--- config.mk ---
export PLATFORM = sky130hd
export DESIGN_NAME = player_input_ctrl
export DESIGN_NICKNAME = d
export VERILOG_FILES = /design/src/rtl/player_input_pkg.sv /design/src/rtl/player_input_ctrl_debounce.sv /design/src/rtl/player_input_ctrl.sv
export SDC_FILE = /design/constraint.sdc
export NUM_CORES = 1
export LEC_CHECK = 0
export ABC_AREA = 1
export CORE_MARGIN = 4
export CORE_UTILIZATION = 57
export DETAILED_ROUTE_END_ITERATION = 8
export HOLD_SLACK_MARGIN = 0.06
export PLACE_DENSITY = 0.8
export SYNTH_ARGS = -nofsm -noshare
export SYNTH_HDL_FRONTEND = slang
export SYNTH_SLANG_ARGS = --single-unit
--- constraint.sdc ---
create_clock -name clk -period 2.3 [get_ports clk]
set_input_delay 0.23 -clock clk [delete_from_list [all_inputs] [get_ports clk]]
set_output_delay 0.23 -clock clk [all_outputs]
set_load 0.02 [all_outputs]
--- src/rtl/player_input_pkg.sv ---
// Shared definitions for the player input controller: event kinds,
// register addresses and event word layout.
package player_input_pkg;

  typedef enum logic [1:0] {
    EV_BET  = 2'd0,
    EV_CALL = 2'd1,
    EV_FOLD = 2'd2
  } ev_kind_e;

  localparam logic [1:0] ADDR_STATUS = 2'd0;
  localparam logic [1:0] ADDR_EVENT  = 2'd1;
  localparam logic [1:0] ADDR_CTRL   = 2'd2;
  localparam logic [1:0] ADDR_CMD    = 2'd3;

  localparam int EV_KIND_LSB = 0;
  localparam int EV_KIND_W   = 2;
  localparam int EV_BET_LSB  = 2;
  localparam int EV_BET_W    = 6;

  // One FIFO entry; only the fields that reach the bus are stored.
  typedef struct packed {
    logic [EV_BET_W-1:0] bet;
    ev_kind_e            kind;
  } ev_t;

  // Expand a stored entry into the 32-bit EVENT register word.
  function automatic logic [31:0] ev_word(ev_t e);
    logic [31:0] w;
    w = '0;
    w[EV_KIND_LSB +: EV_KIND_W] = e.kind;
    w[EV_BET_LSB  +: EV_BET_W]  = e.bet;
    return w;
  endfunction

endpackage

--- src/rtl/player_input_ctrl_debounce.sv ---
// Two-flop synchronizer plus stability counter for one raw input.
// evt pulses for the cycle in which the debounced level moves to the
// non-idle (active) value.
module input_debounce #(
  parameter int   DEBOUNCE_CYCLES = 500000,
  parameter logic IDLE            = 1'b1
) (
  input  logic clk,
  input  logic reset_n,
  input  logic raw,
  output logic evt
);

  localparam int CW = $clog2(DEBOUNCE_CYCLES + 1);

  logic [1:0]    sync;
  logic          db;
  logic [CW-1:0] cnt;
  logic          upd;

  // Bring the asynchronous input into the clk domain.
  always_ff @(posedge clk) begin
    if (!reset_n) sync <= {2{IDLE}};
    else          sync <= {sync[0], raw};
  end

  assign upd = (sync[1] != db) && (cnt == CW'(DEBOUNCE_CYCLES - 1));
  assign evt = upd && (sync[1] != IDLE);

  // Count consecutive cycles of disagreement; any agreement restarts it.
  always_ff @(posedge clk) begin
    if (!reset_n) begin
      db  <= IDLE;
      cnt <= '0;
    end else if (sync[1] == db) begin
      cnt <= '0;
    end else if (upd) begin
      db  <= sync[1];
      cnt <= '0;
    end else begin
      cnt <= cnt + 1'b1;
    end
  end

endmodule

--- src/rtl/player_input_ctrl.sv ---
// Player input controller: debounced buttons/switch turned into bet, call
// and fold events, queued in a small FIFO and read by Nios over Avalon-MM.
module player_input_ctrl
  import player_input_pkg::*;
#(
  parameter int DEBOUNCE_CYCLES = 500000,
  parameter int FIFO_DEPTH      = 8
) (
  input  logic        clk,
  input  logic        reset_n,
  input  logic [1:0]  key_n,
  input  logic [9:0]  sw,
  input  logic [1:0]  avs_address,
  input  logic        avs_read,
  input  logic        avs_write,
  input  logic [31:0] avs_writedata,
  output logic [31:0] avs_readdata,
  output logic        irq
);

  localparam int         AW      = (FIFO_DEPTH > 1) ? $clog2(FIFO_DEPTH) : 1;
  localparam logic [AW:0] DEPTH_C = (AW + 1)'(FIFO_DEPTH);
  // Source index matches ev_kind_e: 0 bet (key0), 1 call (key1), 2 fold (sw9).
  localparam logic [2:0] IDLE_V  = 3'b011;

  logic [2:0]          raw_in, src_evt, pend, grant;
  logic [5:0]          sw_s1, sw_s2, bet_val;
  ev_t                 push_ev;
  logic                push, pop, wr_ok, drop, flush, clr_ovf, wr_cmd;
  logic                enable, irq_en, ovf, empty, full;
  ev_t                 mem [FIFO_DEPTH];
  logic [AW-1:0]       wr_ptr, rd_ptr;
  logic [AW:0]         count;
  logic [4:0]          count5;
  logic                unused_ok;

  assign unused_ok = ^{sw[8:6], avs_writedata[31:2]};
  assign raw_in    = {sw[9], key_n[1], key_n[0]};

  for (genvar i = 0; i < 3; i++) begin : g_db
    input_debounce #(
      .DEBOUNCE_CYCLES(DEBOUNCE_CYCLES),
      .IDLE           (IDLE_V[i])
    ) u_db (
      .clk    (clk),
      .reset_n(reset_n),
      .raw    (raw_in[i]),
      .evt    (src_evt[i])
    );
  end

  // Bet value only needs synchronizing; it is sampled well after it settles.
  always_ff @(posedge clk) begin
    if (!reset_n) begin
      sw_s1 <= '0;
      sw_s2 <= '0;
    end else begin
      sw_s1 <= sw[5:0];
      sw_s2 <= sw_s1;
    end
  end

  assign empty   = (count == '0);
  assign full    = (count == DEPTH_C);
  assign count5  = 5'(count);
  assign wr_cmd  = avs_write && (avs_address == ADDR_CMD);
  assign flush   = wr_cmd && avs_writedata[1];
  assign clr_ovf = wr_cmd && avs_writedata[0];
  assign pop     = avs_read && (avs_address == ADDR_EVENT) && !empty;
  assign push    = (|grant) && enable;
  assign wr_ok   = push && !flush && (!full || pop);
  assign drop    = push && !flush && full && !pop;

  // Fixed-priority pick fold > bet > call; only bet events carry the switch value.
  always_comb begin
    grant        = '0;
    push_ev.kind = EV_BET;
    push_ev.bet  = '0;
    if (pend[2]) begin
      grant[2]     = 1'b1;
      push_ev.kind = EV_FOLD;
    end else if (pend[0]) begin
      grant[0]     = 1'b1;
      push_ev.kind = EV_BET;
      push_ev.bet  = bet_val;
    end else if (pend[1]) begin
      grant[1]     = 1'b1;
      push_ev.kind = EV_CALL;
    end
  end

  // Pending flags: a fresh edge beats the clear from a same-cycle push.
  always_ff @(posedge clk) begin
    if (!reset_n) begin
      pend    <= '0;
      bet_val <= '0;
    end else if (flush || !enable) begin
      pend    <= '0;
    end else begin
      for (int i = 0; i < 3; i++) begin
        if (src_evt[i])    pend[i] <= 1'b1;
        else if (grant[i]) pend[i] <= 1'b0;
      end
      if (src_evt[0]) bet_val <= sw_s2;
    end
  end

  // FIFO storage; contents are don't-care until count covers them.
  always_ff @(posedge clk) begin
    if (wr_ok) mem[wr_ptr] <= push_ev;
  end

  // FIFO pointers and occupancy; flush overrides any same-cycle push.
  always_ff @(posedge clk) begin
    if (!reset_n || flush) begin
      wr_ptr <= '0;
      rd_ptr <= '0;
      count  <= '0;
    end else begin
      if (wr_ok) wr_ptr <= wr_ptr + 1'b1;
      if (pop)   rd_ptr <= rd_ptr + 1'b1;
      case ({wr_ok, pop})
        2'b10:   count <= count + 1'b1;
        2'b01:   count <= count - 1'b1;
        default: count <= count;
      endcase
    end
  end

  // Control register, sticky overflow and the registered interrupt.
  always_ff @(posedge clk) begin
    if (!reset_n) begin
      enable <= 1'b0;
      irq_en <= 1'b0;
      ovf    <= 1'b0;
      irq    <= 1'b0;
    end else begin
      if (avs_write && (avs_address == ADDR_CTRL)) begin
        enable <= avs_writedata[0];
        irq_en <= avs_writedata[1];
      end
      if (drop)         ovf <= 1'b1;
      else if (clr_ovf) ovf <= 1'b0;
      irq <= irq_en && !empty;
    end
  end

  // Read data, one cycle after the strobe; idle cycles return zero.
  always_ff @(posedge clk) begin
    if (!reset_n || !avs_read) begin
      avs_readdata <= '0;
    end else begin
      case (avs_address)
        ADDR_STATUS: avs_readdata <= {24'd0, ovf, full, empty, count5};
        ADDR_EVENT:  avs_readdata <= empty ? 32'd0 : ev_word(mem[rd_ptr]);
        ADDR_CTRL:   avs_readdata <= {30'd0, irq_en, enable};
        default:     avs_readdata <= '0;
      endcase
    end
  end

endmodule

* Word-level counts from Yosys, hierarchy flattened *
Memories as Yosys holds them, arrays and structs flattened. A register that Yosys moved wholly into a read port is not among the register bits.
Cells that the tools add are included.

operators by class
  bitwise gates (word level) = 7
  equal/unequal tests = 15
  reductions and logical operators = 45
  add/subtract/negate cells = 7
  multiplexer cells = 25

operators by type and width
  cell                                                                    number
  19-bit by 1-bit adder with 19-bit output (second input constant)        3
  19-bit equality test (second input constant)                            3
  8-bit one-hot mux with 3 select lines                                   1
  1-bit logical AND                                                       18
  1-bit two-way mux                                                       15
  6-bit two-way mux                                                       2
  3-bit OR reduction                                                      4
  2-bit nonzero test                                                      5
  8-bit two-way mux                                                       1
  4-bit one-hot mux with 2 select lines                                   1
  2-bit AND reduction                                                     4
  1-bit zero test                                                         7
  1-bit NOT                                                               7
  3-bit by 1-bit adder with 3-bit output (second input constant)          2
  2-bit equality test (second input constant)                             3
  2-bit two-way mux                                                       3
  3-bit two-way mux                                                       2
  4-bit by 1-bit adder with 4-bit output (second input constant)          1
  2-bit by 1-bit equality test with 1-bit output (second input constant)  2
  4-bit equality test (second input constant)                             1
  4-bit zero test                                                         1
  1-bit logical OR                                                        4
  4-bit by 1-bit subtractor with 4-bit output (second input constant)     1
  1-bit equality test                                                     3
  other kinds (3)                                                         5

storage, ports and cells
  bits in writable memories = 64
  output and inout port bits = 33
  input bits = 50
  flip-flop bits (word level) = 133
  word-level logic and storage cells = 123
  memories = 1

memories
  memory  depth  bits a word  rd ports  clocked after memory_dff  wr ports  RTL line                 source
  mem     8      8            1         1                         1         player_input_ctrl.sv:31  ev_t mem [FIFO_DEPTH];

* Logic depth before layout (Yosys ltp) *
Gate-level depths: netlist of the first run.

  depth after elaboration = 9
  mapped depth = 16
  gate-level depth less buffers = 16

* Hierarchy *
From an unflattened synthesis of the first run, not the netlist that was laid out.

unflattened totals
  cell total of the unflattened synthesis = 959
  area total of the unflattened synthesis = 7960.1 um^2

by module, submodules not included
  module                              instances  cells an instance  area an instance (um^2)  sequential area each (um^2)
  player_input_ctrl                   1          455                4568.1                   2842.7
  input_debounce at g_db[0].u_db ...  2          165                1124.8                   440.4
  input_debounce at g_db[2].u_db      1          174                1142.3                   440.4

* Worst setup path before layout of the first run *
OpenSTA, ideal clock, no wires.

  kind = register -> register
  start = register pend[2]
  end = register count[2]
  arrival time = 1936 ps
  path buffers = 0
  slack = 248 ps
  clock period less this slack = 2052 ps
  stages on the path, launching flop included = 14
  setup time = 115 ps
  data required time = 2185 ps
  path through = dfxtp_1 or2_2 nor2_1 nor2_1 nand2_4 ha_1 nand2_1 inv_1 nor2_1 ha_1 a21oi_1 xnor2_1 o21ai_0 inv_1

between the ends
  word-level cells in the longest chain between the ends = 7
  elaborated cells between the ends (all ways) = 10
  classes of those cells = eq/ne (2); mux (3); reduce/logical (5)

RTL lines
  item                                                                                   RTL line                  source
  from (decl)                                                                            player_input_ctrl.sv:26   logic [2:0] raw_in, src_evt, pend, grant;
  from (signal assigned)                                                                 player_input_ctrl.sv:95   pend <= '0;
  from (signal assigned)                                                                 player_input_ctrl.sv:98   pend <= '0;
  from (signal, indexed assignment)                                                      player_input_ctrl.sv:101  if (src_evt[i]) pend[i] <= 1'b1;
  2-bit two-way mux or 1-bit two-way mux (tied branches)                                 player_input_ctrl.sv:79   if (pend[2]) begin
  3-bit OR reduction (*)                                                                 player_input_ctrl.sv:70   assign push = (|grant) && enable;
  1-bit logical AND (*)                                                                  player_input_ctrl.sv:70
  1-bit logical AND (*) (2 in series)                                                    player_input_ctrl.sv:71   assign wr_ok = push && !flush && (!full || pop);
  2-bit by 1-bit equality test with 1-bit output or 2-bit equality test (tied branches)  player_input_ctrl.sv:122  case ({wr_ok, pop})
  4-bit one-hot mux with 2 select lines or 2-bit nonzero test (tied branches)            --
  to (signal assigned)                                                                   player_input_ctrl.sv:123  2'b10: count <= count + 1'b1;
  to (signal assigned)                                                                   player_input_ctrl.sv:124  2'b01: count <= count - 1'b1;
  to (signal assigned)                                                                   player_input_ctrl.sv:125  default: count <= count;
  to (decl)                                                                              player_input_ctrl.sv:33   logic [AW:0] count;

Every way passes the cells marked *; elsewhere a longest branch is shown, timed or not.
A chain may end at the register's enable or synchronous reset.

* Final worst setup path of the first run *
Same ends and word-level chain as after synthesis.

==> load_flow_metrics.sql, run 1 <==
INSERT INTO impl_metrics (metric_group, metric, value, unit) VALUES
('outcome', 'run_status', 'completed', ''),
('yosys', 'syn_area', '7760', 'µm²'),
('timing', 'rsz0062_at_grt', 'no', ''),
('global_routing', 'first_global_vias', '5473', ''),
('yosys', 'asyncSetResetFlopFracSynth', '0', '%'),
('cells_and_area', 'flow.area_growth_from_synthesis', '14.5', '%'),
('yosys', 'syn_inst', '916', ''),
('routing', 'drt-pass1-iter-count', '5', ''),
('global_routing', 'grt_start_max_net_pins', '33', ''),
('cells_and_area', 'fin_nets', '1025', ''),
('flow_run', 'max_cap_check_violation_count', '0', ''),
('routing', 'drt-total-wl', '15400', 'µm'),
('yosys', 'ys_seq_elements', '176', ''),
('cells_and_area', 'design_area', '8890', 'µm²'),
('yosys', 'cell_variety_after_synth', '38', ''),
('global_routing', 'grt_first_pass_wirelength', '25600', 'µm'),
('routing', 'vias_per_cell', '5.17', ''),
('cts', 'cts_inserted_buffers', '17', ''),
('timing', 'timing.max_slew.rel_slack', '63.2', '%'),
('global_routing', 'overflow', '0', ''),
('yosys', 'synth_enable_flop_cells', '64', ''),
('die', 'num_rows', '42', ''),
('setup_path', 'crit_required', '2.62', 'ns'),
('setup_path', 'timing.critical_path.cells', 'or2_2, nor2_1, nor2_1, buf_4, nand2_4, ha_1, nand2_1, inv_1, nor2_1, ha_1, a21oi_1, xnor2_1, o21ai_0, inv_1', ''),
('timing', 'timing.fmax', '479', 'MHz'),
('global_routing', 'grt.total_usage', '20.2', '%'),
('routing', 'detail_route.wl_per_cell', '13.3', 'µm'),
('cells_and_area', 'finish.utilization', '66.9', '%'),
('setup_path', 'timing.critical_path.slowest_cell_delay', '0.31', 'ns'),
('min_path', 'hold_class', 'primary input to flop', ''),
('yosys', 'post-synth-top-count-cell', 'sky130_fd_sc_hd__nand2_1', ''),
('die', 'die_x', '125', 'µm'),
('pwr', 'vdd.ir_drop.worst', '0.000527', 'V'),
('setup_path', 'worst-path-max-fanout', '3', ''),
('timing', 'hold-worst-slack', '0.329', 'ns'),
('setup_path', 'path_common_cell', 'sky130_fd_sc_hd__nor2_1', ''),
('yosys', 'netlist.area_leader.share', '28.9', '%'),
('timing', 'final-max-slew-violation-count', '0', ''),
('cts', 'htree_num_levels', '4', ''),
('timing', 'timing_hold_violations_final', '0', ''),
('cts', 'clk_pin_slew_worst_paths', '0.07', 'ns'),
('setup_path', 'critical-path-slowest-cell', 'sky130_fd_sc_hd__dfxtp_1', ''),
('die', 'die_area', '15500', 'µm²'),
('pwr', 'p_total', '0.00655', 'W'),
('die', 'die_h', '125', 'µm'),
('cts', 'clk_latency_worst_skew_pair', '0.43', 'ns'),
('die', 'top_level_ports', '83', ''),
('cts', 'post_cts_repair_timing_setup_buffer_count', '0', ''),
('timing', 'finalSetupViolCount', '0', ''),
('setup_path', 'crit_path_end_kind', 'flop', ''),
('cts', 'clockRootBuffer', 'sky130_fd_sc_hd__clkbuf_16', ''),
('yosys', 'synth_common_cells', 'sky130_fd_sc_hd__nand2_1 (173), sky130_fd_sc_hd__nor2_1 (154), sky130_fd_sc_hd__dfxtp_1 (112), sky130_fd_sc_hd__inv_1 (93), sky130_fd_sc_hd__edfxtp_1 (64)', ''),
('routing', 'route.detailed.drc', '0', ''),
('timing', 'tightestPinTransition', '0.550', 'ns'),
('die', 'floorplan.initialDensity', '58.4', '%'),
('cells_and_area', 'final_antenna_diode_count', '0', ''),
('cells_and_area', 'fraction_of_final_layout_cells_sized_beyond_drive_strength_1', '9.90', '%'),
('cts', 'clock-sinks', '176', ''),
('pwr', 'power.density_cell_area', '736', 'nW/µm²'),
('place', 'numPortBuffers', '25', ''),
('yosys', 'syn_area_per_cell', '8.47', 'µm²'),
('place', 'gp_congestion', '0.890', ''),
('place', 'post_dp_area', '8230', 'µm²'),
('routing', 'first_iter_violations', '490', ''),
('setup_path', 'worstSetupPathType', 'flop to flop', ''),
('timing', 'worst_clock_skew', '0.00928', 'ns'),
('yosys', 'synth_flop_cell', 'sky130_fd_sc_hd__dfxtp_1', ''),
('pwr', 'power.static_leakage', '3.29', 'nW'),
('yosys', 'synth-warning-count', '0', ''),
('timing', 'final.period_utilization', '90.7', '%'),
('setup_path', 'cp.buffers_inverters', '3', '');
-- per-layer routing --
metal  global-route usage [%]  routed length, µm  up-vias
met5                        0                  0        -
met4                     7.22                221        0
met3                     5.19                880       23
met2                     33.3               7470      188
met1                     25.8               6850     2737
li1                         -                  -     3032
-- final cells by class --
cell class	count	area, µm²
Clock inverter	12	203
Multi-Input combinational cell	621	3020
Sequential cell	176	4160
Tap cell	176	220
Fill cell	1033	4410
Clock buffer	20	458
Inverter	100	375
Timing Repair Buffer	51	445
-- what timing repair did --
action                                  4_1_cts  5_1_grt
endpoints found under the setup margin        0        1
gates resized for setup                       0        1
hold buffers                                  0        0
-- tightest hold or removal path, stage by stage --
cell and delay (ns):
sky130_fd_sc_hd__clkdlybuf4s50_1 0.39, sky130_fd_sc_hd__nand2_1 0.06, sky130_fd_sc_hd__inv_1 0.03
-- registers in the layout, indices dropped and copies added (netlist names), named ones only --
| register | cells |
|---|---|
| avs_readdata | 8 |
| bet_val | 6 |
| count | 4 |
| enable | 1 |
| g_db.u_db.cnt | 57 |
| g_db.u_db.db | 3 |
| g_db.u_db.sync | 6 |
| irq | 1 |
| irq_en | 1 |
| mem | 64 |
| ovf | 1 |
| pend | 3 |
| rd_ptr | 3 |
| sw_s1 | 6 |
| sw_s2 | 6 |
| wr_ptr | 3 |
-- stage by stage --
step	std cells	setup slack, ns	TNS [ns]
after floorplan	939	0.248	0
after detailed placement	1124	-0.163	-0.265
final	1156	0.214	0
after global routing	1156	0.000526	0
after CTS	1156	0.215	0
after global placement	1124	-0.0902	-0.122
-- path summary, 6_finish.rpt --
kind	from	slack, ns	to	cells past startpoint
worst max-delay path	pend[2]	0.21	count[2]	14
worst min-delay path	sw[4]	0.33	sw_s1[4]	3
worst max register to register	pend[2]	0.21	count[2]	14
worst min register to register	sw_s1[4]	0.41	sw_s2[4]	2
-- power breakdown --
part           switching, W  total (W)  internal, W
sequential       0.00000758    0.00323      0.00322
combinational     0.0000896   0.000134    0.0000443
clock               0.00118    0.00318      0.00200
total               0.00128    0.00655      0.00526
-- kinds of logic (layout without fill, tap and decap cells) --
| group | count (synthesis) | count (layout) | share of synthesized area [%] |
|---|---|---|---|
| and+or+nand+nor | 471 | 471 | 27.1 |
| DFF | 176 | 176 | 53.7 |
| buffers and inverters | 142 | 183 | 8.54 |
| AOI/OAI and AO/OA | 87 | 87 | 5.85 |
| adders and majority gates | 8 | 8 | 1.29 |
| other | 1 | 24 | 0.0483 |
| xor gates and xnor gates | 31 | 31 | 3.50 |
-- cell usage in the layout, fill, tap and decap left out, types with 3 or more instances in the layout --
cell and count:
sky130_fd_sc_hd__nand2_1 173, sky130_fd_sc_hd__nor2_1 153, sky130_fd_sc_hd__dfxtp_1 112, sky130_fd_sc_hd__inv_1 93, sky130_fd_sc_hd__edfxtp_1 64, sky130_fd_sc_hd__nand3_1 55
sky130_fd_sc_hd__a21oi_1 42, sky130_fd_sc_hd__o21ai_0 37, sky130_fd_sc_hd__buf_4 26, sky130_fd_sc_hd__nand4_1 25, sky130_fd_sc_hd__clkdlybuf4s50_1 25, sky130_fd_sc_hd__conb_1 24
sky130_fd_sc_hd__xor2_1 23, sky130_fd_sc_hd__nor3_1 21, sky130_fd_sc_hd__clkbuf_16 18, sky130_fd_sc_hd__xnor2_1 8, sky130_fd_sc_hd__ha_1 8, sky130_fd_sc_hd__inv_2 7
sky130_fd_sc_hd__nor2_2 7, sky130_fd_sc_hd__or2_2 7, sky130_fd_sc_hd__nand2_2 6, sky130_fd_sc_hd__nor3_2 5, sky130_fd_sc_hd__o211ai_1 5, sky130_fd_sc_hd__bufinv_16 5
sky130_fd_sc_hd__nand3b_1 4, sky130_fd_sc_hd__nor2_4 4, sky130_fd_sc_hd__nor3b_1 3, sky130_fd_sc_hd__clkinvlp_4 3
Power figures use the tool's default switching activity.
==> run 2, diff against run 1 <==
--- a/config.mk
+++ b/config.mk
@@ -6,7 +6,6 @@
 export NUM_CORES = 1
 export LEC_CHECK = 0
 export ABC_AREA = 1
-export CORE_MARGIN = 4
 export CORE_UTILIZATION = 57
 export DETAILED_ROUTE_END_ITERATION = 8
 export HOLD_SLACK_MARGIN = 0.06
==> run 2 against run 1 <==
Combinational power about the same. Clock power decreased by 5%. Sequential cell count did not move. Worst setup slack better by 0.074 ns. Via count shrank 1.2%. Final area shrank 0.14%. Critical path depth did not move. Maximum frequency up 3.7%. Cell count is 0.26% higher. First-iteration DRC count shrank 24%.
==> load_flow_metrics.sql, run 2 (same netlist as run 1, synthesis figures left out) <==
INSERT INTO impl_metrics (metric_group, metric, value, unit) VALUES
('outcome', 'run_status', 'completed', ''),
('die', 'floorplan.initialDensity', '58.6', '%'),
('pwr', 'power.density_cell_area', '718', 'nW/µm²'),
('cells_and_area', 'largest_register_ffs', '64', ''),
('setup_path', 'worstSetupPathType', 'flop to flop', ''),
('setup_path', 'path_common_cell', 'sky130_fd_sc_hd__nor2_1', ''),
('cells_and_area', 'finish.utilization', '67.0', '%'),
('cells_and_area', 'flow.area_growth_from_synthesis', '14.4', '%'),
('global_routing', 'grt_antenna_before_repair', '0', ''),
('timing', 'final-max-slew-violation-count', '0', ''),
('timing', 'layout_min_cycle_time', '2.01', 'ns'),
('routing', 'drt-pass1-iter-count', '5', ''),
('global_routing', 'grt_start_max_net_pins', '33', ''),
('setup_path', 'timing.critical_path.slowest_cell_delay', '0.37', 'ns'),
('setup_path', 'reg2reg_slack', '0.29', 'ns'),
('routing', 'first_iter_violations', '370', ''),
('cells_and_area', 'design_area', '8880', 'µm²'),
('timing', 'timing.fmax', '497', 'MHz'),
('pwr', 'vdd.ir_drop.worst', '0.000505', 'V'),
('routing', 'route.antenna.remaining_nets', '0', ''),
('min_path', 'hold_class', 'primary input to flop', ''),
('setup_path', 'worst-path-stages', '14', ''),
('cts', 'post_cts_repair_timing_setup_buffer_count', '0', ''),
('cts', 'tritoncts', 'done', ''),
('cts', 'clk_pin_slew_worst_paths', '0.06', 'ns'),
('die', 'die_x', '119', 'µm'),
('setup_path', 'cp.buffers_inverters', '2', ''),
('flow_run', 'max_cap_check_violation_count', '0', ''),
('global_routing', 'overflow', '0', ''),
('cts', 'cts-root-to-sink-buffers', '2', ''),
('place', 'post_dp_area', '8250', 'µm²'),
('timing', 'timing_hold_violations_final', '0', ''),
('cts', 'clock-sinks', '176', ''),
('place', 'gp_congestion', '0.853', ''),
('cts', 'htree_num_levels', '4', ''),
('timing', 'timing.max_slew.rel_slack', '60.2', '%'),
('timing', 'setup-tns-final', '0', 'ns'),
('cts', 'cts_repair_resize_count', '0', ''),
('timing', 'final.period_utilization', '87.5', '%'),
('cells_and_area', 'final_cells', '1159', ''),
('routing', 'drt-total-wl', '14700', 'µm'),
('cts', 'cts_inserted_buffers', '17', ''),
('timing', 'worst_clock_skew', '0.0156', 'ns'),
('routing', 'route.detailed.drc', '0', ''),
('min_path', 'timing.hold.worst_path_depth', '3', ''),
('routing', 'route.vias.total', '5908', ''),
('die', 'num_rows', '42', ''),
('die', 'top_level_ports', '83', ''),
('timing', 'hold-worst-slack', '0.320', 'ns'),
('setup_path', 'r2r.worst_path.cells', '14', ''),
('die', 'core_area', '13200', 'µm²'),
('cells_and_area', 'layout.cells.most_common_list', 'sky130_fd_sc_hd__nand2_1 (173), sky130_fd_sc_hd__nor2_1 (154), sky130_fd_sc_hd__dfxtp_1 (112)', ''),
('pwr', 'power.static_leakage', '3.29', 'nW'),
('cells_and_area', 'fraction_of_final_layout_cells_sized_beyond_drive_strength_1', '10.2', '%'),
('setup_path', 'setup.worst_path.start_class', 'flop', ''),
('setup_path', 'crit_path_end_kind', 'flop', ''),
('cts', 'hold_buffers', '0', ''),
('timing', 'tightestPinTransition', '0.595', 'ns'),
('setup_path', 'worst-path-max-fanout', '6', ''),
('setup_path', 'timing.critical_path.arrival', '2.33', 'ns'),
('routing', 'vias_per_cell', '5.10', ''),
('cells_and_area', 'layout.cells.most_common', 'sky130_fd_sc_hd__nand2_1', ''),
('global_routing', 'grt_first_pass_wirelength', '24400', 'µm'),
('setup_path', 'crit_required', '2.62', 'ns'),
('setup_path', 'critical-path-slowest-cell', 'sky130_fd_sc_hd__dfxtp_1', ''),
('die', 'die_h', '119', 'µm'),
('setup_path', 'timing.critical_path.cells', 'nor2_1, nand2_1, nor2_1, nand2_2, nand2_4, ha_1, nand2_1, inv_1, nor2_1, ha_1, a21oi_1, xnor2_1, o21ai_0, inv_1', ''),
('timing', 'rsz0062_at_grt', 'no', ''),
('cells_and_area', 'fin_nets', '1028', ''),
('global_routing', 'grt.total_usage', '22.0', '%'),
('cells_and_area', 'layout_top_registers', 'mem: 64 flops, g_db.u_db.cnt: 57 flops, avs_readdata: 8 flops', ''),
('global_routing', 'first_global_vias', '5424', ''),
('cts', 'clockRootBuffer', 'sky130_fd_sc_hd__clkbuf_16', ''),
('die', 'die_area', '14100', 'µm²'),
('cells_and_area', 'final_antenna_diode_count', '0', ''),
('routing', 'detail_route.wl_per_cell', '12.7', 'µm'),
('setup_path', 'critical_path.top_delay_family', 'simple AND/OR/NAND/NOR gates', ''),
('timing', 'finalSetupViolCount', '0', ''),
('place', 'numPortBuffers', '25', ''),
('cts', 'clk_latency_worst_skew_pair', '0.43', 'ns'),
('cells_and_area', 'largest-register', 'mem', ''),
('place', 'place.detailed.instances', '1127', ''),
('place', 'detailed_place_hpwl', '9980', 'µm');
run 2: metal layers:
layer / part of all wire, % / global-route usage (%) / up-vias
met5: 0 / 0 / -
met4: 2.2 / 9.41 / 0
met3: 4.5 / 4.97 / 26
met2: 49 / 37.2 / 140
met1: 44 / 27.1 / 2712
li1: - / - / 3030
run 2: area by class of cell:
type | count | area (µm²)
Sequential cell | 176 | 4160
Timing Repair Buffer | 54 | 468
Multi-Input combinational cell | 621 | 3020
Inverter | 100 | 375
Clock buffer | 19 | 443
Clock inverter | 13 | 185
Fill cell | 1078 | 4370
Tap cell | 176 | 220
run 2: worst paths after layout:
path	endpoint	start
max	count[2]	count[0]
min reg2reg	g_db[0].u_db.sync[1]	g_db[0].u_db.sync[0]
max reg2reg	count[2]	count[0]
min	sw_s1[1]	sw[1]
run 2: tightest hold or removal path, stage by stage:
cell                              delay [ns]
sky130_fd_sc_hd__clkdlybuf4s50_1        0.39
sky130_fd_sc_hd__nand2_1                0.06
sky130_fd_sc_hd__inv_1                  0.03
run 2: through the flow:
| step | total power, W | setup slack [ns] |
|---|---|---|
| finish | 0.00637 | 0.288 |
| global route | 0.00654 | 0.0590 |
| CTS | 0.00641 | 0.296 |
| detailed placement | 0.00343 | -0.148 |
| global placement | 0.00343 | -0.0939 |
| floorplan | 0.00341 | 0.248 |
run 2: report_power, final:
group	internal, W	total (W)	switching, W	leakage [nW]
Combinational	0.0000454	0.000133	0.0000874	1.47
Clock	0.00184	0.00301	0.00116	0.293
Sequential	0.00322	0.00323	0.00000797	1.53
